**config.mk**
```make
export PLATFORM = sky130hd
export DESIGN_NAME = alu_rr_arbiter
export DESIGN_NICKNAME = d
export VERILOG_FILES = /design/src/rtl/alu_rr_arbiter.sv
export SDC_FILE = /design/constraint.sdc
export NUM_CORES = 1
export LEC_CHECK = 0
export CELL_PAD_IN_SITES_DETAIL_PLACEMENT = 1
export CELL_PAD_IN_SITES_GLOBAL_PLACEMENT = 1
export CORE_ASPECT_RATIO = 1.75
export CORE_MARGIN = 2
export CORE_UTILIZATION = 42
export DETAILED_ROUTE_END_ITERATION = 10
export DONT_BUFFER_PORTS = 1
export GPL_TIMING_DRIVEN = 0
export PLACE_DENSITY_LB_ADDON = 0.15
export SYNTH_ARGS = -nofsm -noshare
export SYNTH_HDL_FRONTEND = slang
export SYNTH_SLANG_ARGS = --single-unit
```
**constraint.sdc**
```tcl
create_clock -name clk -period 1.5 [get_ports clk]
set_input_delay 0.3 -clock clk [delete_from_list [all_inputs] [get_ports clk]]
set_output_delay 0.3 -clock clk [all_outputs]
set_load 0.01 [all_outputs]
```
**src/rtl/alu_rr_arbiter.sv**
```systemverilog
// ============================================================================
// Module   : alu_rr_arbiter
// Purpose  : Round-robin sharing of one external combinational ALU between two
//            valid/ready requesters (A, B). Optional statistics counters are
//            built when ALU_ARB_STATS_EN is defined.
// Revision : 1.0 - initial release
// ============================================================================
`default_nettype none

module alu_rr_arbiter #(
    parameter int DW    = 5,
    parameter int SEL_W = 2,
    parameter int CNT_W = 8
) (
    input  logic             clk,
    input  logic             rst,

    input  logic             a_req_valid,
    output logic             a_req_ready,
    input  logic [DW-1:0]    a_req_x,
    input  logic [DW-1:0]    a_req_y,
    input  logic [SEL_W-1:0] a_req_op,

    input  logic             b_req_valid,
    output logic             b_req_ready,
    input  logic [DW-1:0]    b_req_x,
    input  logic [DW-1:0]    b_req_y,
    input  logic [SEL_W-1:0] b_req_op,

    output logic [DW-1:0]    alu_x,
    output logic [DW-1:0]    alu_y,
    output logic [SEL_W-1:0] alu_s,
    input  logic [DW-1:0]    alu_f,
    input  logic             alu_cout,
    input  logic             alu_ovf,

    output logic             a_rsp_valid,
    input  logic             a_rsp_ready,
    output logic             b_rsp_valid,
    input  logic             b_rsp_ready,
    output logic [DW-1:0]    rsp_f,
    output logic             rsp_cout,
    output logic             rsp_ovf,

`ifdef ALU_ARB_STATS_EN
    output logic [CNT_W-1:0] a_ops_cnt,
    output logic [CNT_W-1:0] b_ops_cnt,
    output logic [CNT_W-1:0] ovf_cnt,
`endif
    output logic             busy
);

    typedef enum logic [1:0] {
        IDLE  = 2'd0,
        ISSUE = 2'd1,
        RESP  = 2'd2
    } state_t;

    state_t           r_state;
    state_t           w_next;
    logic             r_owner_b;
    logic             r_last_b;
    logic [DW-1:0]    r_alu_x;
    logic [DW-1:0]    r_alu_y;
    logic [SEL_W-1:0] r_alu_s;
    logic [DW-1:0]    r_rsp_f;
    logic             r_rsp_cout;
    logic             r_rsp_ovf;

    logic             w_grant_a;
    logic             w_grant_b;
    logic             w_rsp_hs;

    assign w_rsp_hs = (r_state == RESP) && (r_owner_b ? b_rsp_ready : a_rsp_ready);

    // Round-robin: on contention the requester that did not win last time goes.
    always_comb begin
        w_next    = r_state;
        w_grant_a = 1'b0;
        w_grant_b = 1'b0;
        case (r_state)
            IDLE: begin
                if (a_req_valid && b_req_valid) begin
                    w_grant_a = r_last_b;
                    w_grant_b = !r_last_b;
                end else begin
                    w_grant_a = a_req_valid;
                    w_grant_b = b_req_valid;
                end
                if (a_req_valid || b_req_valid) begin
                    w_next = ISSUE;
                end
            end
            ISSUE: w_next = RESP;
            RESP: begin
                if (w_rsp_hs) begin
                    w_next = IDLE;
                end
            end
            default: w_next = IDLE;
        endcase
    end

    always_ff @(posedge clk) begin
        if (rst) begin
            r_state    <= IDLE;
            r_owner_b  <= 1'b0;
            r_last_b   <= 1'b1;
            r_alu_x    <= '0;
            r_alu_y    <= '0;
            r_alu_s    <= '0;
            r_rsp_f    <= '0;
            r_rsp_cout <= 1'b0;
            r_rsp_ovf  <= 1'b0;
        end else begin
            r_state <= w_next;
            if (w_grant_a || w_grant_b) begin
                r_owner_b <= w_grant_b;
                r_last_b  <= w_grant_b;
                r_alu_x   <= w_grant_b ? b_req_x  : a_req_x;
                r_alu_y   <= w_grant_b ? b_req_y  : a_req_y;
                r_alu_s   <= w_grant_b ? b_req_op : a_req_op;
            end
            if (r_state == ISSUE) begin
                r_rsp_f    <= alu_f;
                r_rsp_cout <= alu_cout;
                r_rsp_ovf  <= alu_ovf;
            end
        end
    end

    // Ready is gated by rst so nothing is accepted on a reset edge.
    assign a_req_ready = w_grant_a && !rst;
    assign b_req_ready = w_grant_b && !rst;

    assign alu_x       = r_alu_x;
    assign alu_y       = r_alu_y;
    assign alu_s       = r_alu_s;
    assign rsp_f       = r_rsp_f;
    assign rsp_cout    = r_rsp_cout;
    assign rsp_ovf     = r_rsp_ovf;
    assign a_rsp_valid = (r_state == RESP) && !r_owner_b;
    assign b_rsp_valid = (r_state == RESP) &&  r_owner_b;
    assign busy        = (r_state != IDLE);

`ifdef ALU_ARB_STATS_EN
    localparam logic [CNT_W-1:0] C_CNT_MAX = '1;

    logic [CNT_W-1:0] r_a_cnt;
    logic [CNT_W-1:0] r_b_cnt;
    logic [CNT_W-1:0] r_ovf_cnt;

    always_ff @(posedge clk) begin
        if (rst) begin
            r_a_cnt   <= '0;
            r_b_cnt   <= '0;
            r_ovf_cnt <= '0;
        end else if (w_rsp_hs) begin
            if (!r_owner_b && (r_a_cnt != C_CNT_MAX)) begin
                r_a_cnt <= r_a_cnt + CNT_W'(1);
            end
            if (r_owner_b && (r_b_cnt != C_CNT_MAX)) begin
                r_b_cnt <= r_b_cnt + CNT_W'(1);
            end
            if (r_rsp_ovf && (r_ovf_cnt != C_CNT_MAX)) begin
                r_ovf_cnt <= r_ovf_cnt + CNT_W'(1);
            end
        end
    end

    assign a_ops_cnt = r_a_cnt;
    assign b_ops_cnt = r_b_cnt;
    assign ovf_cnt   = r_ovf_cnt;
`else
    if (CNT_W > 0) begin : g_stats_off
    end
`endif

endmodule

`default_nettype wire

```
==> results of run 1 <==
cell families (layout without fill, tap and decap cells):
kind of cell           count (synthesis)  after routing  synth area share
AOI/OAI and AO/OA                     30             30             0.225
buffers and inverters                 10             15            0.0632
DFF                                   23             23             0.439
muxes                                  8              8            0.0763
and+or+nand+nor                       45             45             0.197
cell usage in the layout (no fill, tap or decap), types with 2 or more instances in the layout:
cell type,instances
mux2i_1,8
nor2_1,8
buf_6,2
clkbuf_8,3
dfxtp_1,20
a311oi_1,8
a311oi_2,4
buf_2,2
buf_4,4
dfxtp_2,3
a21oi_1,14
nand2_1,26
worst paths after layout:
check,end,depth (start not counted),slack (ns)
max,a_req_ready,3,-0.01
min,rsp_f[1]$_SDFFE_PP0N_,2,0.18
max reg2reg,alu_x[0]$_SDFFE_PP0P_,6,0.17
min reg2reg,r_state[1]$_SDFFE_PP0P_,2,0.53
stage by stage:
step	total power, mW	setup TNS, ns	setup WS (ns)	area (um2)	cells
after detailed placement	1.03	-0.149	-0.149	1080	142
after global routing	1.51	-0.0708	-0.0708	1180	147
after floorplan	0.971	0	0.119	1050	116
final	1.43	-0.0118	-0.0118	1180	147
after global placement	1.02	-0.0970	-0.0970	1080	142
after CTS	1.43	0	0.00322	1160	146
worst register-to-register path: cells and delay by family (launching register included):
family          cells  cell delay (ns)
compound gates      2             0.32
simple gates        1             0.15
flops               1             0.36
buf+inv             3             0.42
flip-flops by register name, summed over array words and instances, names as in the netlist:
signal	flops
r_last_b	1
r_state	2
alu_y	5
rsp_f	5
r_owner_b	1
rsp_cout	1
alu_x	5
alu_s	2
rsp_ovf	1
power by group:
part | total (mW) | internal [mW] | switching [mW] | leakage (nW)
combinational | 0.289 | 0.129 | 0.161 | 0.266
sequential | 0.750 | 0.677 | 0.0737 | 0.190
clock | 0.392 | 0.186 | 0.207 | 0.0255
layer usage:
layer  GRT usage  vias up  wire (um)
li1            -      424          -
met1       0.197      429        882
met2       0.332       36       1480
met3      0.0491        6        191
met4      0.0896        0         56
met5           0        -          0
cell type report:
| type | instances | area, um2 |
|---|---|---|
| multi-input combinational | 83 | 556 |
| inverter | 1 | 6.26 |
| clock buffer | 3 | 41.3 |
| sequential | 23 | 464 |
| fill | 299 | 1260 |
| tap | 26 | 32.5 |
| clock inverter | 1 | 5.00 |
| timing repair buffer | 2 | 15.0 |
| buffer | 8 | 56.3 |
repair_timing:
item / 4_1_cts / 5_1_grt
endpoints found under the setup margin: 2 / 2
resized for setup: 5 / 6
setup buffers: 1 / 1
pin swaps: 3 / 2
==> results.json, run 1 <==
{
  "outcome": "finished with violations",
  "cts_buffers": 3,
  "row_count": 24,
  "cts_tree": "done",
  "critical_path_arrival_ns": 1.21,
  "synthesis.nets": 153,
  "htree_levels": 1,
  "crit-reg2reg-launch": "r_state[0]$_SDFFE_PP0P_",
  "hold_violations": 0,
  "finalSetupViolations": 1,
  "yosys-top-cells-area": "dfxtp_1 44%, nand2_1 9.3%, mux2i_1 7.6%",
  "hold_path.startpoint": "alu_f[1]",
  "cp-startpoint": "r_state[0]$_SDFFE_PP0P_",
  "start_util": 0.432,
  "p_leak_nw": 0.482,
  "antenna_found_initial": 0,
  "avgViaCountPerCell": 6.09,
  "crit_chain": "nor2_4 -> inv_4 -> nor4b_4",
  "fin_skew_ns": 0.00504,
  "slew_headroom": 0.728,
  "cp_slowest_stage_delay_ns": 0.36,
  "yosysMostFrequentCell": "nand2_1",
  "die_x_um": 41.8,
  "maxSlewViolCount": 0,
  "holdWs_ns": 0.177,
  "power_density_nw_per_um2": 1220,
  "tightest_slew_ns": 0.408,
  "clk_pin_slew_ns": 0.09,
  "cts_buffer_depth": 2,
  "vias": 895,
  "start_kind": "flop",
  "hp-class": "primary input to flop",
  "numPortBuffers": 0,
  "hold_buffers": 0,
  "synth-edff-count": 0,
  "cp.required_ns": 1.20,
  "fin_nets": 159,
  "final_core_util": 0.484,
  "ys_warn_count": 0,
  "place_hpwl_um": 1980,
  "drt-wirelength-per-cell_um": 17.8,
  "grt_pass1_vias": 871,
  "cts_sinks": 23,
  "cp_slowest_cell": "dfxtp_2",
  "drc_errors": 0,
  "drive_above_1_share": 0.231,
  "cts_root_buffer": "clkbuf_8",
  "core_area_um2": 2430,
  "vdd_drop_max_mv": 0.694,
  "ys_top_cells_by_count": "26 x nand2_1, 23 x dfxtp_1, 14 x a21oi_1",
  "io_pins": 61,
  "timing.critical_path.buf_inv": 1,
  "syn-cell-area_um2": 1050,
  "violations": "negative setup slack",
  "yosys.area.top_type": "dfxtp_1",
  "crit_type": "flop to output port",
  "max-cap-violations": 0,
  "wl_um": 2610,
  "synth_cells": 116,
  "end_kind": "output port",
  "ys_types": 26,
  "synth-async-reset-ratio": 0,
  "area_growth_pct": 12.0,
  "dieHeight_um": 70.1,
  "drt_iter0_markers": 16,
  "drt_first_pass_iters": 4,
  "overflow": 0,
  "place.gp.congestion": 0.803,
  "grt_usage": 0.187,
  "syn_avg_cell_area_um2": 9.05,
  "ys_ff_latch": 23,
  "synth_seq_area_share": 0.439,
  "min_period_ns": 1.51,
  "grt_pass1_wl_um": 4260,
  "cp_top_family": "simple AND/OR/NAND/NOR gates",
  "synth_ff_type": "dfxtp_1",
  "setup_ws_ns": -0.0118,
  "timing.final.crit_share": 1.01,
  "cp_max_fo": 6,
  "fmax_ghz": 0.661,
  "rsz0062_at_grt": "true",
  "dieArea_um2": 2930,
  "clock_latency_ns": 0.26,
  "synth_top_area_frac": 0.439,
  "drt.antenna.violating_nets": 0,
  "grt_max_degree": 14,
  "n_antenna_cell": 0
}
Note: power is estimated with default switching activity, not from simulation.
==> run 2: changes to the inputs <==
--- a/config.mk
+++ b/config.mk
@@ -13,6 +13,7 @@
 export DETAILED_ROUTE_END_ITERATION = 10
 export DONT_BUFFER_PORTS = 1
 export GPL_TIMING_DRIVEN = 0
+export MAX_ROUTING_LAYER = met4
 export PLACE_DENSITY_LB_ADDON = 0.15
 export SYNTH_ARGS = -nofsm -noshare
 export SYNTH_HDL_FRONTEND = slang
==> run 2 against run 1 <==
  * Sequential share of layout area did not move
  * Non-clock buffer count unchanged
  * Largest cell class unchanged
  * Global-route usage increased by 0.45 points
  * Sequential power about the same
  * Utilization did not move
  * Register-to-register slack about the same
  * Sequential cell count is the same
  * The flow still finishes with violations (negative setup slack)
  * Setup slack better by 0.00087 ns
  * Wire length up 0.27%
==> results.json, run 2 (synthesis gave the netlist of run 1 again) <==
{
  "drive_above_1_share": 0.231,
  "drc_errors": 0,
  "drt_iter0_markers": 21,
  "grt_usage": 0.191,
  "power_density_nw_per_um2": 1220,
  "timing.final.crit_share": 1.01,
  "final_cell_mix": "26 x nand2_1, 20 x dfxtp_1, 14 x a21oi_1",
  "fmax_ghz": 0.662,
  "die_x_um": 41.8,
  "vias": 896,
  "antenna_found_initial": 0,
  "tightest_slew_ns": 0.409,
  "io_pins": 61,
  "rsz0062_at_grt": "true",
  "place_inst": 142,
  "cts_buffers": 3,
  "p_leak_nw": 0.482,
  "maxSlewViolCount": 0,
  "clock_latency_ns": 0.26,
  "fin_skew_ns": 0.00448,
  "clk_pin_slew_ns": 0.09,
  "cts_tree": "done",
  "grt_max_degree": 14,
  "cts_root_buffer": "clkbuf_8",
  "place_hpwl_um": 1980,
  "wl_um": 2620,
  "start_util": 0.432,
  "hold_violations": 0,
  "start_kind": "flop",
  "drt.antenna.violating_nets": 0,
  "area_growth_pct": 12.0,
  "drt_first_pass_iters": 4,
  "instances_no_fill": 147,
  "numPortBuffers": 0,
  "final_common_cell": "nand2_1",
  "dieHeight_um": 70.1,
  "dpl-instance-area_um2": 1080,
  "critical_path_arrival_ns": 1.21,
  "avgViaCountPerCell": 6.10,
  "place.gp.congestion": 0.814,
  "crit_type": "flop to output port",
  "max-cap-violations": 0,
  "cp_max_fo": 6,
  "setup_ws_ns": -0.0109,
  "hp-class": "primary input to flop",
  "dieArea_um2": 2930,
  "finalSetupViolations": 1,
  "violations": "negative setup slack",
  "stdcell_area_um2": 1180,
  "htree_levels": 1,
  "grt_pass1_vias": 874,
  "outcome": "finished with violations",
  "core_area_um2": 2430,
  "drt-wirelength-per-cell_um": 17.8,
  "end_kind": "output port",
  "row_count": 24,
  "slew_headroom": 0.727,
  "overflow": 0,
  "min_period_ns": 1.51,
  "cts_sinks": 23,
  "cp.required_ns": 1.20,
  "cts_buffer_depth": 2,
  "hold_buffers": 0,
  "vdd_drop_max_mv": 0.694,
  "fillers": 299,
  "n_antenna_cell": 0,
  "fin_nets": 159,
  "grt_pass1_wl_um": 4250
}
run 2: cell counts in the layout (fill, tap and decap cells not counted):
Identical to the previous run, type by type.
run 2: stage by stage:
step                      hold slack, ns  setup WS [ns]  TNS (ns)   util  power [mW]
after global routing               0.184        -0.0708   -0.0708  0.484        1.51
after global placement             0.450        -0.0970   -0.0970  0.445        1.02
after detailed placement           0.459         -0.149    -0.149  0.445        1.03
final                              0.177        -0.0109   -0.0109  0.484        1.43
after floorplan                    0.444          0.119         0      -       0.971
after CTS                          0.178        0.00322         0  0.475        1.43
run 2: worst max-delay path, cell delays in order (launching register included):
cell and delay, ns:
dfxtp_2 0.36, nor2_4 0.14, inv_4 0.08, nor4b_4 0.36
run 2: final cells by class:
cell class                 count  area, um2  share of cell area
inverter                       1       6.26             0.00532
sequential                    23        464               0.395
clock buffer                   3       41.3              0.0351
timing repair buffer           2       15.0              0.0128
tap                           26       32.5              0.0277
buffer                         8       56.3              0.0479
multi-input combinational     83        556               0.472
clock inverter                 1       5.00             0.00426
run 2: path summary, 6_finish.rpt:
check	end	depth (start not counted)	slack [ns]	from
max	a_req_ready	3	-0.01	r_state[0]$_SDFFE_PP0P_
max reg2reg	alu_x[0]$_SDFFE_PP0P_	6	0.17	r_state[0]$_SDFFE_PP0P_
min	rsp_f[1]$_SDFFE_PP0N_	2	0.18	alu_f[1]
min reg2reg	r_state[1]$_SDFFE_PP0P_	2	0.53	r_state[1]$_SDFFE_PP0P_
run 2: report_power, final:
part / internal, mW / switching (mW) / total [mW]
sequential: 0.677 / 0.0738 / 0.750
clock: 0.185 / 0.206 / 0.391
combinational: 0.129 / 0.161 / 0.289
run 2: metal layers:
layer	part of all wire	vias to the layer above	global-route usage
li1	-	425	-
met1	0.34	429	0.197
met2	0.56	36	0.332
met3	0.073	6	0.0465
met4	0.021	0	0.0896
met5	0	-	-
run 2: repair_timing:
action / CTS / global route
buffers inserted: 1 / 1
setup endpoints to repair: 2 / 2
pin swaps: 3 / 2
resized for setup: 5 / 6
==> run 3: changes to the inputs <==
--- a/config.mk
+++ b/config.mk
@@ -13,8 +13,8 @@
 export DETAILED_ROUTE_END_ITERATION = 10
 export DONT_BUFFER_PORTS = 1
 export GPL_TIMING_DRIVEN = 0
-export MAX_ROUTING_LAYER = met4
 export PLACE_DENSITY_LB_ADDON = 0.15
+export RECOVER_POWER = 25
 export SYNTH_ARGS = -nofsm -noshare
 export SYNTH_HDL_FRONTEND = slang
 export SYNTH_SLANG_ARGS = --single-unit
==> run 3 against run 2 <==
  * The flow still finishes with violations (negative setup slack)
  * Largest power group unchanged
  * Worst hold slack worse by 0.0011 ns
  * Clock power hardly changed
  * Largest cell class unchanged
  * Total power is 0.15% higher
==> results.json, run 3 (synthesis gave the netlist of run 1 again) <==
{
  "outcome": "finished with violations",
  "violations": "negative setup slack",
  "n_antenna_cell": 0,
  "stdcell_area_um2": 1170,
  "end_kind": "output port",
  "crit_type": "flop to output port",
  "overflow": 0,
  "final_common_cell": "nand2_1",
  "cp.required_ns": 1.20,
  "rsz0062_at_grt": "true",
  "clk_pin_slew_ns": 0.09,
  "fin_skew_ns": 0.00541,
  "core_area_um2": 2430,
  "place.gp.congestion": 0.803,
  "crit_chain": "nor2_4 -> inv_4 -> nor4b_4",
  "grt_usage": 0.187,
  "wl_um": 2630,
  "antenna_found_initial": 0,
  "row_count": 24,
  "tightest_slew_ns": 0.553,
  "critical_path_arrival_ns": 1.21,
  "slew_headroom": 0.631,
  "htree_levels": 1,
  "setup_ws_ns": -0.0136,
  "drt_iter0_markers": 16,
  "min_period_ns": 1.51,
  "drive_above_1_share": 0.223,
  "timing.final.crit_share": 1.01,
  "max-cap-violations": 0,
  "numPortBuffers": 0,
  "cp_max_fo": 6,
  "start_kind": "flop",
  "grt_pass1_wl_um": 4260,
  "start_util": 0.432,
  "grt_max_degree": 14,
  "avgViaCountPerCell": 6.13,
  "fin_nets": 159,
  "vias": 901,
  "drc_errors": 0,
  "vdd_drop_max_mv": 0.694,
  "clock_latency_ns": 0.27,
  "cp_slowest_stage_delay_ns": 0.36,
  "drt_first_pass_iters": 4,
  "cts_root_buffer": "clkbuf_8",
  "p_leak_nw": 0.479,
  "setup_tns_ns": -0.0136,
  "cts_tree": "done",
  "area_growth_pct": 11.9,
  "cts_buffer_depth": 2,
  "grt_pass1_vias": 871,
  "dpl-instance-area_um2": 1080,
  "finalSetupViolations": 1,
  "hold_violations": 0,
  "drt-wirelength-per-cell_um": 17.9,
  "cp_top_family": "simple AND/OR/NAND/NOR gates",
  "place_hpwl_um": 1980,
  "io_pins": 61,
  "fmax_ghz": 0.661,
  "hp-class": "primary input to flop",
  "drt.antenna.violating_nets": 0,
  "dieArea_um2": 2930,
  "fin_total_pwr_mw": 1.43,
  "die_x_um": 41.8,
  "cts_sinks": 23,
  "final_cell_mix": "26 x nand2_1, 20 x dfxtp_1, 14 x a21oi_1",
  "power_density_nw_per_um2": 1220,
  "dieHeight_um": 70.1,
  "cts_buffers": 3,
  "timing.critical_path.buf_inv": 1,
  "cp_slowest_cell": "dfxtp_2",
  "maxSlewViolCount": 0
}
## run 3: repair_timing
item                                    CTS  global route
cloned                                    0             0
resized for setup                         5             6
hold buffers                              0             0
endpoints found under the setup margin    2             2
pin swaps                                 3             2
setup buffers                             1             1
## run 3: where the power goes
group          switching (mW)  total [mW]  leakage [nW]  internal (mW)
Clock                   0.207       0.393        0.0255          0.186
Sequential             0.0741       0.751         0.190          0.677
Combinational           0.161       0.290         0.263          0.128
## run 3: area by class of cell
cell class	instances	area, um2
tap	26	32.5
inverter	1	6.26
buffer	8	55.1
fill	300	1260
clock inverter	1	5.00
sequential	23	464
multi-input combinational	83	556
clock buffer	3	41.3
timing repair buffer	2	15.0
## run 3: routing by layer
metal / vias to the layer above / global-route usage / part of all wire
met1: 436 / 0.197 / 0.34
met4: 0 / 0.0896 / 0.021
li1: 424 / - / -
met5: - / 0 / 0
met2: 35 / 0.332 / 0.56
met3: 6 / 0.0491 / 0.070
## run 3: final timing paths
path	from	end	slack, ns	cells past startpoint
min	alu_f[1]	rsp_f[1]$_SDFFE_PP0N_	0.18	2
max reg2reg	r_state[0]$_SDFFE_PP0P_	alu_x[0]$_SDFFE_PP0P_	0.17	6
min reg2reg	r_state[1]$_SDFFE_PP0P_	r_state[1]$_SDFFE_PP0P_	0.53	2
max	r_state[0]$_SDFFE_PP0P_	a_req_ready	-0.01	3
## run 3: metrics by stage
stage	cells	util	setup slack [ns]	hold slack, ns
floorplan	116	-	0.119	0.444
global placement	142	0.445	-0.0970	0.450
detailed placement	142	0.445	-0.149	0.459
CTS	146	0.475	0.00322	0.178
global route	147	0.483	-0.0708	0.184
finish	147	0.483	-0.0136	0.176
